==> src/rtl/imem_boot_controller_pkg.sv <==
// Shared definitions for the instruction-memory boot controller and the CPU top level:
// state encodings and default memory geometry.
package imem_boot_controller_pkg;

  localparam int DEFAULT_ADDR_WIDTH = 10;
  localparam int DEFAULT_DATA_WIDTH = 32;

  typedef enum logic [1:0] {
    ST_LOAD  = 2'd0,
    ST_RUN   = 2'd1,
    ST_FLUSH = 2'd2
  } boot_state_t;

endpackage

==> src/rtl/imem_boot_controller.sv <==
// Owns the instruction RAM ports: streams a program image in from the loader,
// then releases the CPU and serves registered fetches until a reload is requested.
module imem_boot_controller
  import imem_boot_controller_pkg::*;
#(
  parameter int ADDR_WIDTH = DEFAULT_ADDR_WIDTH,
  parameter int DATA_WIDTH = DEFAULT_DATA_WIDTH
) (
  input  logic                  clock,
  input  logic                  reset,
  input  logic                  load_valid,
  input  logic [DATA_WIDTH-1:0] load_data,
  input  logic                  load_last,
  output logic                  load_ready,
  input  logic                  reload_req,
  input  logic                  fetch_req,
  input  logic [ADDR_WIDTH-1:0] fetch_addr,
  output logic [DATA_WIDTH-1:0] instr,
  output logic                  instr_valid,
  output logic                  cpu_run,
  output logic [ADDR_WIDTH:0]   load_count,
  output logic                  load_error,
  output logic                  ram_we,
  output logic [ADDR_WIDTH-1:0] ram_addr,
  output logic [DATA_WIDTH-1:0] ram_wdata,
  input  logic [DATA_WIDTH-1:0] ram_rdata
);

  boot_state_t           state;
  logic [ADDR_WIDTH:0]   count;
  logic [ADDR_WIDTH-1:0] wr_ptr;
  logic                  full;
  logic                  accept;

  // The write pointer is the low bits of the word counter; the extra MSB marks a
  // full memory, after which further words are swallowed instead of wrapping.
  assign wr_ptr = count[ADDR_WIDTH-1:0];
  assign full   = count[ADDR_WIDTH];
  assign accept = (state == ST_LOAD) && load_valid;

  assign load_ready = (state == ST_LOAD);
  assign load_count = count;
  assign ram_we     = accept && !full;
  assign ram_addr   = (state == ST_RUN) ? fetch_addr : wr_ptr;
  assign ram_wdata  = load_data;

  // NOTE: all state and registered outputs use non-blocking assignments so every
  // flop samples pre-edge values, regardless of statement order in this block.
  always_ff @(posedge clock) begin
    if (reset) begin
      state       <= ST_LOAD;
      count       <= '0;
      load_error  <= 1'b0;
      instr       <= '0;
      instr_valid <= 1'b0;
      cpu_run     <= 1'b0;
    end else begin
      instr_valid <= 1'b0;
      unique case (state)
        ST_LOAD: begin
          if (accept) begin
            if (full) load_error <= 1'b1;
            else      count      <= count + (ADDR_WIDTH+1)'(1);
            if (load_last) begin
              state   <= ST_RUN;
              cpu_run <= 1'b1;
            end
          end
        end
        ST_RUN: begin
          // A reload in the same cycle as a fetch drops the fetch.
          if (reload_req) begin
            state   <= ST_FLUSH;
            cpu_run <= 1'b0;
          end else if (fetch_req) begin
            instr       <= ram_rdata;
            instr_valid <= 1'b1;
          end
        end
        ST_FLUSH: begin
          count      <= '0;
          load_error <= 1'b0;
          state      <= ST_LOAD;
        end
        default: begin
          state   <= ST_LOAD;
          cpu_run <= 1'b0;
        end
      endcase
    end
  end

endmodule

==> config.mk <==
export PLATFORM = sky130hd
export DESIGN_NAME = imem_boot_controller
export DESIGN_NICKNAME = d
export VERILOG_FILES = /design/src/rtl/imem_boot_controller_pkg.sv /design/src/rtl/imem_boot_controller.sv
export SDC_FILE = /design/constraint.sdc
export NUM_CORES = 1
export LEC_CHECK = 0
export CORE_MARGIN = 5
export CORE_UTILIZATION = 36
export DETAILED_ROUTE_END_ITERATION = 7
export PLACE_DENSITY = 0.9
export SLEW_MARGIN = 40
export SYNTH_ARGS = -nofsm -noshare
export SYNTH_HDL_FRONTEND = slang
export SYNTH_SLANG_ARGS = --single-unit
==> constraint.sdc <==
create_clock -name clock -period 5.1 [get_ports clock]
set_clock_uncertainty 0.2 [all_clocks]
set_input_delay 1.02 -clock clock [delete_from_list [all_inputs] [get_ports clock]]
set_output_delay 1.02 -clock clock [all_outputs]
set_load 0.05 [all_outputs]
==> run summary, run 1 <==
unrepaired setup endpoints after global routing = no
FILL cells = 558
post-synth top area share = 43.6%
# Max-Cap Violations = 0
Cells after Synth = 267
num rows = 28
Top cell by count, worst path = clkdlybuf4s50_1
Power Dens Cells = 242 nW/um2
reg2reg path depth = 4
yosys warns = 0
Post-CTS Setup Repair Bufs = 0
status = completed
fin util = 52.8%
Post-DP HPWL = 4350 um
most common cell after layout, fill and taps aside = clkdlybuf4s50_1
Area Overhead vs Synth = 42.5%
Post-synth EDFFs = 0
final std cells w/o fill = 408
most frequent cells in the layout = clkdlybuf4s50_1 (105), nand2_1 (70), dfxtp_1 (48)
clock-pin slew on the worst setup and hold paths = 90 ps
post-cts resize count = 0
Synth Area per Inst = 8.26 um2
post-DR vias/cell = 4.90
nets@finish = 414
TritonCTS clock tree = yes
fin crit period = 4060 ps
Clock Latency Late Sink = 290 ps
die area = 7790 um2
vias = 2,001
Max Fclk = 246 MHz
Worst-Margin Slew = 675 ps
period utilization = 79.6%
DR WL/cell = 14.2 um
hold_buf cts = 0
startpoint types = input pin
H-tree lvl count = 2
Synth cell types = 40
crit-path cells = clkdlybuf4s50_1, nor4b_2, clkdlybuf4s50_1
Setup TNS Final = 0 ps
CORE AREA = 5960 um2
Crit Path Max Fanout = 5
buffers and inverters on the worst path = 2
ranking of synthesized cells by area = dfxtp_1 (44%), nand2_1 (12%), buf_4 (11%)
pin count of the biggest net entering global routing = 42
CP endpoint kind = output pin
gr usage total = 14.3%
max-slew violation count = 0
drt pass-1 iters = 4
Seq cells post-synth = 48
final count of hold timing violations = 0
flop2flop setup slack = 2730 ps
Reg area = 961 um2
WL final = 5790 um
hold path cells = 2
diode count = 0
Max-slew headroom = 54.9%
PnR worst setup slack = 1040 ps
PortBufs = 105
Final GP Congestion = 0.786
Crit path max-delay family = buffers and inverters
1st-iter DRT viols = 79
Post-synth top flop = dfxtp_1
crit-path max cell delay = 890 ps
multi-input logic area = 928 um2
Clock Tree Root = clkbuf_8
Num Clock Sinks = 48
syn nets = 348
die height = 88.3 um
number of buffers created by CTS = 5
ys async rst share = 0%
Worst path slowest cell = clkdlybuf4s50_1
# placed instances = 401
DRC Markers = 0
total gr overflow = 0
Hold Startpoint = instr[24]
first-pass GRT wire length = 8940 um
Antenna Nets Post-Route = 0
clk buf depth = 2
layout cell share with drive strength beyond 1 = 7.81%
initial antenna violation count = 0
I/O pins = 170
Setup CP Type = input pin to output pin
VDD IR max = 0.131 mV
hold endpoint = instr[24]
Synth area leader = dfxtp_1
Setup Slack @ Placement = 1060 ps
crit path from = load_valid
Hold Path Class = flop to flop
Lkg Pwr = 1.08 nW
die width = 88.3 um
reg2reg end = instr[25]
Final Setup Violations = 0
Req. time, crit path = 3880 ps
Initial Utilization = 37.0%
vias in the first global route = 1,892
Netlist Area Pre-Place = 2210 um2
register area share after synthesis = 43.6%
crit path DAT = 2840 ps
reg2reg start = state[0]
stage by stage:
step,instance area (um2),hold slack [ps],power (mW)
2_1_floorplan,2210,339,0.543
3_3_place_gp,3050,241,0.539
3_5_place_dp,3050,246,0.541
4_1_cts,3140,258,0.774
5_1_grt,3140,275,0.802
6_report,3140,256,0.761
per-layer routing:
layer | GRT usage, % | part of all wire (%) | wire, um
met5 | 0 | 0 | 0
met4 | 6.87 | 1.6 | 93
met3 | 3.35 | 6.7 | 387
met2 | 25.9 | 53 | 3040
met1 | 15.5 | 39 | 2260
how the worst max path moves through the flow:
stage / slack, ps / end / cells after the start
after floorplan: 1810 / ram_we / 1
after global placement: 1120 / ram_we / 3
after detailed placement: 1060 / ram_we / 3
after CTS: 1040 / ram_we / 3
after global routing: 940 / ram_we / 3
final: 1040 / ram_we / 3
flip-flops by register name, summed over array words and instances, names as in the netlist:
signal and flops:
load_error 1, instr 32, instr_valid 1, load_count 11, cpu_run 1, state 2
final cells by class:
| type | count | area share, % |
|---|---|---|
| Timing Repair Buffer | 106 | 33.7 |
| Multi-Input combinational cell | 169 | 29.5 |
| Sequential cell | 48 | 30.6 |
| Clock inverter | 1 | 0.279 |
| Clock buffer | 6 | 2.63 |
| Inverter | 3 | 0.358 |
| Tap cell | 75 | 2.98 |
synthesized netlist by cell type (2+ instances only):
cell and n:
or4_1 2, nand3_1 3, a21oi_1 36, clkbuf_1 8
o211ai_1 3, a22oi_1 3, buf_4 32, nor2_1 13
xor2_1 3, inv_1 2, buf_2 6, nand2_1 70
mux2_2 9, dfxtp_1 48, o21ai_0 4
report_power, final:
part,internal (mW),total (mW),switching (mW)
logic,0.0660,0.143,0.0770
registers,0.382,0.389,0.00742
clock network,0.108,0.229,0.121
tightest hold or removal path, cell delays in order (launching register included):
cell and delay (ps):
dfxtp_1 320, nand2_1 50, a21oi_1 50
logic make-up after synthesis:
kind of cell,count (synthesis),synth area share (%)
multiplexers,10,5.05
AO/OA/AOI/OAI,54,14.2
XOR/XNOR,3,1.19
adder cells (fa/ha/maj),1,0.567
flip-flops,48,43.6
buffers and inverters,50,14.6
AND/OR/NAND/NOR,101,20.8
No activity file was read; power rests on OpenSTA's default activity.
==> run 2: changes to the inputs <==
Settings changed: CORE_UTILIZATION 36 to 30, PLACE_DENSITY 0.9 to 0.8.
Clock period 5.1 ns to 3.51 ns, I/O delays scaled along.
==> run 2 against run 1 <==
Effect of this change: final cell count up 7.1%; critical path depth did not move; power increased by 44%; sequential cell count unchanged; wire length grew 4.0%; cell area rose by 1.8%; first-iteration DRC count down 20%; sequential power up 45%; via count is 1.1% lower; largest cell class unchanged.
==> run summary, run 2 (synthesis results as in run 1) <==
vias in the first global route = 2,007 (+6.1%)
final std cells w/o fill = 437 (+7.1%)
initial antenna violation count = 0 (unchanged)
Tot Pwr = 1.10 mW (+44%)
crit-path cells = nor2b_2, mux2_2, clkdlybuf4s50_1
FILL cells = 727 (+30%)
CP endpoint kind = output pin
Hold Path Class = flop to flop
layout cell share with drive strength beyond 1 = 8.28% (+0.48 points)
clk buf depth = 2 (unchanged)
gr usage total = 13.2% (-1.0 points)
Comb power frac = 19.4% (+0.6 points)
VDD IR max = 0.159 mV (+21%)
most frequent cells in the layout = clkdlybuf4s50_1 (104), nand2_1 (70), dfxtp_1 (48)
final instance area = 3200 um2 (+1.8%)
WL final = 6020 um (+4.0%)
Final Setup Violations = 0 (unchanged)
Int Pwr = 0.797 mW (+43%)
sequential power share = 51.6% (+0.5 points)
TritonCTS clock tree = yes
1st-iter DRT viols = 63 (-20%)
Setup Slack @ Placement = 479 ps (-582 ps)
first-pass GRT wire length = 9570 um (+7.1%)
Lkg Pwr = 1.10 nW (+1.9%)
Reg area = 961 um2 (unchanged)
Clock Latency Late Sink = 290 ps (about the same)
Post-CTS Setup Repair Bufs = 0 (unchanged)
Area Overhead vs Synth = 45.2%
Num Clock Sinks = 48 (unchanged)
# Max-Cap Violations = 0 (unchanged)
Clock Tree Root = clkbuf_8
die area = 9170 um2 (+18%)
Psw = 0.298 mW (+46%)
unrepaired setup endpoints after global routing = no
crit-path max cell delay = 710 ps (-180 ps)
most common cell after layout, fill and taps aside = clkdlybuf4s50_1
fin util = 44.4% (-8.4 points)
Hold WS = 255 ps (-0.933 ps)
diode count = 0 (unchanged)
hold_buf cts = 0 (unchanged)
CORE AREA = 7210 um2 (+21%)
Clk pwr share = 29.0% (-1.1 points)
Power Dens Cells = 342 nW/um2 (+41%)
I/O pins = 170 (unchanged)
DRC Markers = 0 (unchanged)
Reg with most FFs = instr
PortBufs = 105 (unchanged)
buffers and inverters on the worst path = 1 (-1)
PnR worst setup slack = 184 ps (-857 ps)
status = completed
Max Fclk = 301 MHz
clock-pin slew on the worst setup and hold paths = 90 ps (about the same)
drt pass-1 iters = 4 (unchanged)
nets@finish = 418 (+0.97%)
H-tree lvl count = 2 (unchanged)
Worst path slowest cell = clkdlybuf4s50_1
max-slew violation count = 0 (unchanged)
post-cts resize count = 0 (unchanged)
post-DR vias/cell = 4.53 (-7.7%)
Crit path max-delay family = buffers and inverters
multi-input logic area = 922 um2 (-0.67%)
pin count of the biggest net entering global routing = 41 (-2.4%)
startpoint types = flop
Final GP Congestion = 0.768 (-2.2%)
Setup TNS Final = 0 ps (unchanged)
number of buffers created by CTS = 5 (unchanged)
max reg flops = 32 (unchanged)
Req. time, crit path = 2610 ps (-1270 ps)
die height = 95.8 um (+8.5%)
Post-DP HPWL = 4600 um (+5.7%)
die width = 95.8 um (+8.5%)
vias = 1,979 (-1.1%)
Crit Path Max Fanout = 12 (+7)
DR WL/cell = 13.8 um (-2.9%)
period utilization = 94.8%
total gr overflow = 0 (unchanged)
DP Area = 3120 um2 (+2.1%)
Worst-Margin Slew = 707 ps (+32.2 ps)
# placed instances = 429 (+7.0%)
crit path DAT = 2420 ps (-420 ps)
Max-slew headroom = 52.7% (-2.2 points)
fin crit period = 3330 ps
sw frac = 27.2% (+0.31 points)
final count of hold timing violations = 0 (unchanged)
Setup CP Type = flop to output pin
Antenna Nets Post-Route = 0 (unchanged)
Initial Utilization = 30.6% (-6.5 points)
num rows = 31 (+11%)
==> run 2: changes by cell type in the layout (fill, tap and decap cells not counted), sizes merged <==
| cell | previous run | this run |
|---|---|---|
| clkdlybuf4s50 | 105 | 104 |
| buf | 1 | 6 |
| clkbuf | 6 | 7 |
==> run 2: final timing paths <==
check,from,end,slack (ps),depth (start not counted)
setup / recovery,state[0],ram_addr[6],180,3
hold / removal,instr[25],instr[25],260,2
setup reg to reg,state[0],instr[1],920,6
hold reg to reg,instr[25],instr[25],260,2
==> run 2: power by group through the flow <==
stage	clock, mW	combinational [mW]	sequential, mW
after floorplan	0	0.179	0.610
after global placement	0	0.211	0.577
after detailed placement	0	0.213	0.578
after CTS	0.338	0.214	0.565
after global routing	0.361	0.226	0.567
final	0.317	0.213	0.565
==> run 2: cell type report <==
type / instances / area share (%)
Sequential cell: 48 / 30.0
Clock inverter: 1 / 0.274
Timing Repair Buffer: 110 / 34.3
Tap cell: 99 / 3.87
Multi-Input combinational cell: 169 / 28.8
Clock buffer: 7 / 2.38
Inverter: 3 / 0.352
==> run 2: layer usage <==
| layer | track usage, % | vias to the layer above | wire (um) |
|---|---|---|---|
| li1 | - | 998 | - |
| met1 | 15.6 | 898 | 2430 |
| met2 | 22.2 | 65 | 3010 |
| met3 | 3.21 | 18 | 414 |
| met4 | 6.75 | 0 | 170 |
| met5 | 0 | - | 0 |
==> run 2: tightest hold or removal path: cells and delay by family (launching register included) <==
| kind | cells | cell delay [ps] |
|---|---|---|
| AND/OR/NAND/NOR | 1 | 50 |
| AO/OA/AOI/OAI | 1 | 50 |
| flip-flops | 1 | 310 |
